===== src/rtl/pipe_pkg.sv =====
// pipe_pkg: shared limits and the WIDTH/STAGES legality check for pipe_stage_chain.
package pipe_pkg;
    localparam int PIPE_MAX_STAGES = 8;
    localparam int PIPE_MAX_WIDTH  = 128;
    localparam int PIPE_MIN_STAGES = 2;

    function automatic bit pipe_params_ok(input int width, input int stages);
        return width >= 1 && width <= PIPE_MAX_WIDTH &&
               stages >= PIPE_MIN_STAGES && stages <= PIPE_MAX_STAGES;
    endfunction
endpackage


===== src/rtl/pipe_stage.sv =====
// pipe_stage: one valid+data register of the chain with its ready term.
module pipe_stage
    import pipe_pkg::*;
#(
    parameter int WIDTH = 32
) (
    input  logic             clk,
    input  logic             rst_n,
    input  logic             up_valid,
    input  logic [WIDTH-1:0] up_data,
    input  logic             flush,
    input  logic             dn_ready,
    output logic             valid,
    output logic [WIDTH-1:0] data,
    output logic             ready
);
    logic             valid_d, valid_q;
    logic [WIDTH-1:0] data_d, data_q;

    // up_valid arrives already masked by the upstream stage's flush
    always_comb begin
        ready   = !flush && (!valid_q || dn_ready);
        valid_d = flush ? 1'b0 : ready ? up_valid : valid_q;
        data_d  = (ready && up_valid) ? up_data : data_q;
    end

    always_ff @(posedge clk or negedge rst_n) begin
        if (!rst_n) begin
            valid_q <= 1'b0;
            data_q  <= '0;
        end else begin
            valid_q <= valid_d;
            data_q  <= data_d;
        end
    end

    assign valid = valid_q;
    assign data  = data_q;
endmodule


===== src/rtl/pipe_stage_chain.sv =====
// pipe_stage_chain: STAGES-deep valid/ready register chain with bubble collapse and per-stage flush.
// Optional occupancy output occ when PIPE_OCC_COUNT_EN is defined.
module pipe_stage_chain
    import pipe_pkg::*;
#(
    parameter int WIDTH  = 32,
    parameter int STAGES = 5
) (
    input  logic              Clk,
    input  logic              Rst,
    input  logic              in_valid,
    input  logic [WIDTH-1:0]  in_data,
    output logic              in_ready,
    input  logic [STAGES-1:0] flush,
    output logic              out_valid,
    output logic [WIDTH-1:0]  out_data,
    input  logic              out_ready,
    output logic [STAGES-1:0] stage_valid
`ifdef PIPE_OCC_COUNT_EN
    ,
    output logic [$clog2(STAGES+1)-1:0] occ
`endif
);
    if (!pipe_params_ok(WIDTH, STAGES)) begin : g_bad_params
        $error("pipe_stage_chain: WIDTH or STAGES out of range");
    end

    logic [STAGES-1:0]            vq;
    logic [STAGES-1:0][WIDTH-1:0] dq;

    // ready is chained through per-block signals so each stage's term is its own net
    for (genvar i = 0; i < STAGES; i++) begin : g_st
        logic             up_v, dn_rdy, rdy;
        logic [WIDTH-1:0] up_d;
        if (i == 0) begin : g_first
            assign up_v = in_valid;
            assign up_d = in_data;
        end else begin : g_next
            assign up_v = vq[i-1] && !flush[i-1];
            assign up_d = dq[i-1];
        end
        if (i == STAGES - 1) begin : g_last
            assign dn_rdy = out_ready;
        end else begin : g_inner
            assign dn_rdy = g_st[i+1].rdy;
        end
        pipe_stage #(.WIDTH(WIDTH)) u_stage (
            .clk     (Clk),
            .rst_n   (Rst),
            .up_valid(up_v),
            .up_data (up_d),
            .flush   (flush[i]),
            .dn_ready(dn_rdy),
            .valid   (vq[i]),
            .data    (dq[i]),
            .ready   (rdy)
        );
    end

    assign in_ready    = g_st[0].rdy;
    assign out_valid   = vq[STAGES-1] && !flush[STAGES-1];
    assign out_data    = dq[STAGES-1];
    assign stage_valid = vq;

`ifdef PIPE_OCC_COUNT_EN
    localparam int OW = $clog2(STAGES + 1);
    logic [STAGES-1:0] nv;
    logic [OW-1:0]     occ_d, occ_q;

    for (genvar i = 0; i < STAGES; i++) begin : g_nv
        assign nv[i] = flush[i] ? 1'b0 : g_st[i].rdy ? g_st[i].up_v : vq[i];
    end

    always_comb begin
        occ_d = OW'($countones(nv));
    end

    always_ff @(posedge Clk or negedge Rst) begin
        if (!Rst) occ_q <= '0;
        else      occ_q <= occ_d;
    end

    assign occ = occ_q;
`endif
endmodule


===== config.mk =====
export PLATFORM = sky130hd
export DESIGN_NAME = pipe_stage_chain
export DESIGN_NICKNAME = d
export VERILOG_FILES = /design/src/rtl/pipe_pkg.sv /design/src/rtl/pipe_stage.sv /design/src/rtl/pipe_stage_chain.sv
export SDC_FILE = /design/constraint.sdc
export NUM_CORES = 1
export LEC_CHECK = 0
export ABC_AREA = 0
export CORE_MARGIN = 2
export CORE_UTILIZATION = 45
export CTS_CLUSTER_DIAMETER = 60
export DETAILED_ROUTE_END_ITERATION = 12
export DONT_BUFFER_PORTS = 1
export PLACE_DENSITY_LB_ADDON = 0.1
export SLEW_MARGIN = 20
export SYNTH_ARGS = -nofsm -noshare
export SYNTH_HDL_FRONTEND = slang
export SYNTH_SLANG_ARGS = --single-unit
export TNS_END_PERCENT = 30

===== constraint.sdc =====
create_clock -name Clk -period 2.6 [get_ports Clk]
set_input_delay 0.52 -clock Clk [delete_from_list [all_inputs] [get_ports Clk]]
set_output_delay 0.52 -clock Clk [all_outputs]
set_load 0.02 [all_outputs]

# --- Word-level counts from Yosys, hierarchy flattened ---
# Index checks and enable logic that the tools add are counted.
op_classes:
  muxes: 10
  reduce_logical: 35
op_table:
  columns: ["operator", "count"]
  rows:
  - ["logical AND 1 bit", 15]
  - ["zero test 1 bit", 10]
  - ["2-to-1 mux 1 bit", 10]
  - ["nonzero test 2 bit", 5]
  - ["logical OR 1 bit", 5]
word_totals:
  elab_cells: 55
  ff_bits: 165
  input_bits: 41

# --- Longest topological paths before layout ---
# Gate-level depths: netlist of the first run.
depth:
  ltp_word: 13
  mapped_depth: 6

# --- By module ---
# A second synthesis of the first run with hierarchy kept.
unflattened:
  hier_cells: 370
  hier_area_um2: 6387.4
modules_own_cells:
  columns: ["mod", "seq_area_each_um2", "n_inst", "cells_each", "area_each_um2"]
  rows:
  - ["pipe_stage", 825.8, 5, 73, 1263.7]
  - ["pipe_stage_chain", 0.0, 1, 5, 68.8]

# --- Worst setup path after synthesis of the first run ---
# No wires, ideal clock.
synth_path:
  path_type: "input to output"
  start: "input port out_ready"
  end: "output port in_ready"
  stages: 6
  path_buffers: 2
  t_required_ns: 2.080
  t_arrival_ns: 1.703
  slack_ns: 0.377
  path_cell_list: "nor2b_4 -> o2111a_2 -> o31a_1 -> clkbuf_1 -> buf_2 -> nor2_1"
synth_between:
  elab_chain_cells: 10
synth_lines:
  columns: ["element", "line", "text"]
  rows:
  - ["start, declared", "pipe_stage_chain.sv:17", "input logic out_ready,"]
  - ["logical OR 1 bit", "pipe_stage.sv:22", "ready = !flush && (!valid_q || dn_ready);"]
  - ["logical AND 1 bit", "pipe_stage.sv:22", null]
  - ["logical OR 1 bit", "pipe_stage.sv:22", null]
  - ["logical AND 1 bit", "pipe_stage.sv:22", null]
  - ["logical OR 1 bit", "pipe_stage.sv:22", null]
  - ["logical AND 1 bit", "pipe_stage.sv:22", null]
  - ["logical OR 1 bit", "pipe_stage.sv:22", null]
  - ["logical AND 1 bit", "pipe_stage.sv:22", null]
  - ["logical OR 1 bit", "pipe_stage.sv:22", null]
  - ["logical AND 1 bit", "pipe_stage.sv:22", null]
  - ["end, declared", "pipe_stage_chain.sv:13", "output logic in_ready,"]
# No other way between the ends.

# --- Worst setup path after layout of the first run ---
layout_path:
  start: "register g_st[4].u_stage.valid_q"
  end: "output port in_ready"
layout_between:
  elab_chain_cells: 11
layout_lines:
  columns: ["element", "line", "text"]
  rows:
  - ["start, declared", "pipe_stage.sv:17", "logic valid_d, valid_q;"]
  - ["start signal, assigned", "pipe_stage.sv:32", "valid_q <= valid_d;"]
  - ["zero test 1 bit", "pipe_stage.sv:22", null]
  - ["logical OR 1 bit", "pipe_stage.sv:22", null]
  - ["logical AND 1 bit", "pipe_stage.sv:22", null]
  - ["logical OR 1 bit", "pipe_stage.sv:22", null]
  - ["logical AND 1 bit", "pipe_stage.sv:22", null]
  - ["logical OR 1 bit", "pipe_stage.sv:22", null]
  - ["logical AND 1 bit", "pipe_stage.sv:22", null]
  - ["logical OR 1 bit", "pipe_stage.sv:22", null]
  - ["logical AND 1 bit", "pipe_stage.sv:22", null]
  - ["logical OR 1 bit", "pipe_stage.sv:22", null]
  - ["logical AND 1 bit", "pipe_stage.sv:22", null]
# No other way between the ends.

==> run summary, run 1 <==
Initial core utilization -> 0.461
Post-Synth XOR/XNOR Area -> 0
VDD IR max -> 0.000413 V
EDFF count, synth -> 0
Critical path class -> register to output port
Final core occ -> 0.513
Number of detailed-route iterations in the first pass -> 4
Min Hold Slack -> -192 ps
Die width -> 123 um
Initial antenna violation count -> 0
Yosys warns -> 0
FP Rows -> 43
Post-synthesis adder-cell area fraction -> 0
Routed via count -> 3,394
Worst hold path class -> input pin to async pin
Period Utilization, post-route -> 0.947
Total Neg Setup Slack -> 0 ps
Root Buffer Master -> clkbuf_16
Ys async rst share -> 1.00
Status -> complete, but fails checks
Top Family by Delay on Critical Path -> compound AO/OA/AOI/OAI gates
Gr usage total -> 0.165
Hold Vio Cnt, Final -> 165
WP data required -> 2080 ps
Worst-path clk slew -> 60 ps
Placed cells -> 612
Yosys reg bits -> 165
Crit path launch type -> register
Main synth FF type -> dfrtp_1
GP Congestion -> 0.723
Sequential power share -> 0.529
WL per Instance -> 17.8 um
Slowest CP cell -> dfrtp_1
ANT nets after route -> 0
Worst path cell trace -> nor2b_4, o2111a_2, o31a_2, nor2_1, buf_4
Area growth syn-to-layout -> 11.2%
Die ar. -> 15,200 um2
Die H -> 123 um
Resize count post-CTS -> 0
Clock buffer count from CTS -> 17
Slowest stage delay, CP -> 470 ps
Worst-margin pin slew -> 496 ps
H-tree Lvls -> 4
DRT iter0 DRCs -> 171
Core area -> 13,900 um2
Largest family of logic cells by synthesized area -> multiplexers
Worst slew margin -> 0.669
Max FO, Critical Path -> 4
Syn Area/Cell -> 14.2 um2
Pin count of the biggest net entering global routing -> 166
Reg-to-reg slack, setup -> 570 ps
First-pass GRT wire length -> 18.8 mm
CP arrival -> 1940 ps
LEAKAGE -> 3.41 nW
Worst skew pair latency -> 410 ps
Mapped cell area -> 6400 um2
DRC Markers -> 0
Switching pwr -> 1.26 mW
Violated checks -> hold timing
Max cap viols -> 0
Vias in the first global route -> 3,659
Vias/cell -> 5.30
Clock skew -> 7.60 ps
F_max -> 0.406 GHz
Clock sink count -> 165
CTS tree -> yes
Post-CTS Setup Bufs -> 0
Top Ports -> 80
Post-synthesis compound-gate area fraction -> 0.0416
Seq/Total Area, Yosys -> 0.645
Multiplexer area fraction after synthesis -> 0.225
PwrDens -> 832 nW/um2
Crit path buffers/inverters -> 1
Ant diodes -> 0
Sw Share -> 0.212
Cell Count, Final, Fillers Out -> 640
Detailed Route WL -> 11.4 mm
Simple-Gate Fraction of Synth Area -> 0.0611
Cells after synthesis -> 452
Clk buf depth -> 2
Final nets -> 492
Pins Over Slew Limit -> 0
Netlist cell types -> 22
Global route overflow -> 0
Post-Syn Nets -> 493
Setup violators final -> 0
Post-layout min period -> 2460 ps
Logic gate share of total power -> 0.075
# port buffers -> 0
Layout cells sized above 1 -> 0.367
Setup crit end kind -> output port
Clk network pwr share -> 0.396
Internal -> 4.67 mW
Dpl hpwl -> 6.91 mm
RSZ-0062 raised after global routing -> no
sequential cells by signal (all words and copies together) (netlist names):
register            cells
g_st.u_stage.valid      5
g_st.u_stage.data     160
cell usage after synthesis (2+ instances only):
cell | instances | area share
buf_2 | 15 | 0.012
clkbuf_1 | 8 | 0.0047
nor2b_1 | 4 | 0.0039
mux2_2 | 123 | 0.22
nand2b_1 | 5 | 0.0049
a21oi_1 | 5 | 0.0039
o22ai_1 | 32 | 0.031
dfrtp_1 | 165 | 0.64
nand2_1 | 66 | 0.039
nor2_1 | 6 | 0.0035
buf_4 | 5 | 0.0059
buf_6 | 3 | 0.0053
mux2_1 | 5 | 0.0088
o21ai_0 | 2 | 0.0016
stage by stage:
step | power (mW) | worst slack [ps] | area (um2)
after CTS | 6.01 | 117 | 7120
after floorplan | 3.51 | 377 | 6400
after global placement | 3.60 | 548 | 6580
after global routing | 6.22 | 78.0 | 7120
final | 5.93 | 138 | 7120
after detailed placement | 3.64 | 570 | 6580
routing by layer:
layer	vias to the layer above	wire, um	share of wire	track usage
met4	0	154	0.013	0.0703
met3	11	450	0.039	0.0438
li1	1563	-	-	-
met2	69	5420	0.48	0.258
met5	-	0	0	0
met1	1751	5380	0.47	0.217
power by group through the flow:
stage,combinational [mW],clock [mW],sequential (mW)
2_1_floorplan,0.401,0,3.11
3_3_place_gp,0.430,0,3.17
3_5_place_dp,0.451,0,3.19
4_1_cts,0.455,2.41,3.14
5_1_grt,0.496,2.54,3.19
6_report,0.447,2.35,3.13
worst paths after layout:
path | startpoint | to | cells past startpoint
hold / removal | Rst | g_st[3].u_stage.data[12] | 0
hold reg to reg | g_st[1].u_stage.data[29] | g_st[1].u_stage.data[29] | 1
min in group Clk | flush[4] | g_st[4].u_stage.valid | 1
setup / recovery | g_st[4].u_stage.valid | in_ready | 5
max in group asynchronous | Rst | g_st[2].u_stage.data[16] | 0
setup reg to reg | g_st[4].u_stage.valid | g_st[1].u_stage.data[16] | 5
placed cells by master (no fill, tap or decap), drive strengths merged, types with 4 or more instances in the layout:
master	n
nor2b	5
nand2b	5
nor2	6
nand2	66
a21oi	5
mux2	128
dfrtp	165
o22ai	32
buf	11
clkinv	4
clkbuf	22
kinds of logic after synthesis:
logic type / after synthesis
compound gates: 42
mux: 128
flops: 165
buf+inv: 31
simple gates: 86
area by class of cell:
| class | instances | area [um2] |
|---|---|---|
| Fill cell | 1177 | 6760 |
| Sequential cell | 165 | 4130 |
| Multi-Input combinational cell | 256 | 2130 |
| Clock buffer | 22 | 464 |
| Tap cell | 180 | 225 |
| Timing Repair Buffer | 11 | 95.1 |
| Clock inverter | 6 | 80.1 |
No activity file was read; power rests on OpenSTA's default activity.
==> run 2: changes to the inputs <==
--- a/config.mk
+++ b/config.mk
@@ -6,6 +6,7 @@
 export NUM_CORES = 1
 export LEC_CHECK = 0
 export ABC_AREA = 0
+export CAP_MARGIN = 10
 export CORE_MARGIN = 2
 export CORE_UTILIZATION = 45
 export CTS_CLUSTER_DIAMETER = 60
==> results of run 2 <==
No change in the layout: final DEF, timing and power equal those of run 1.
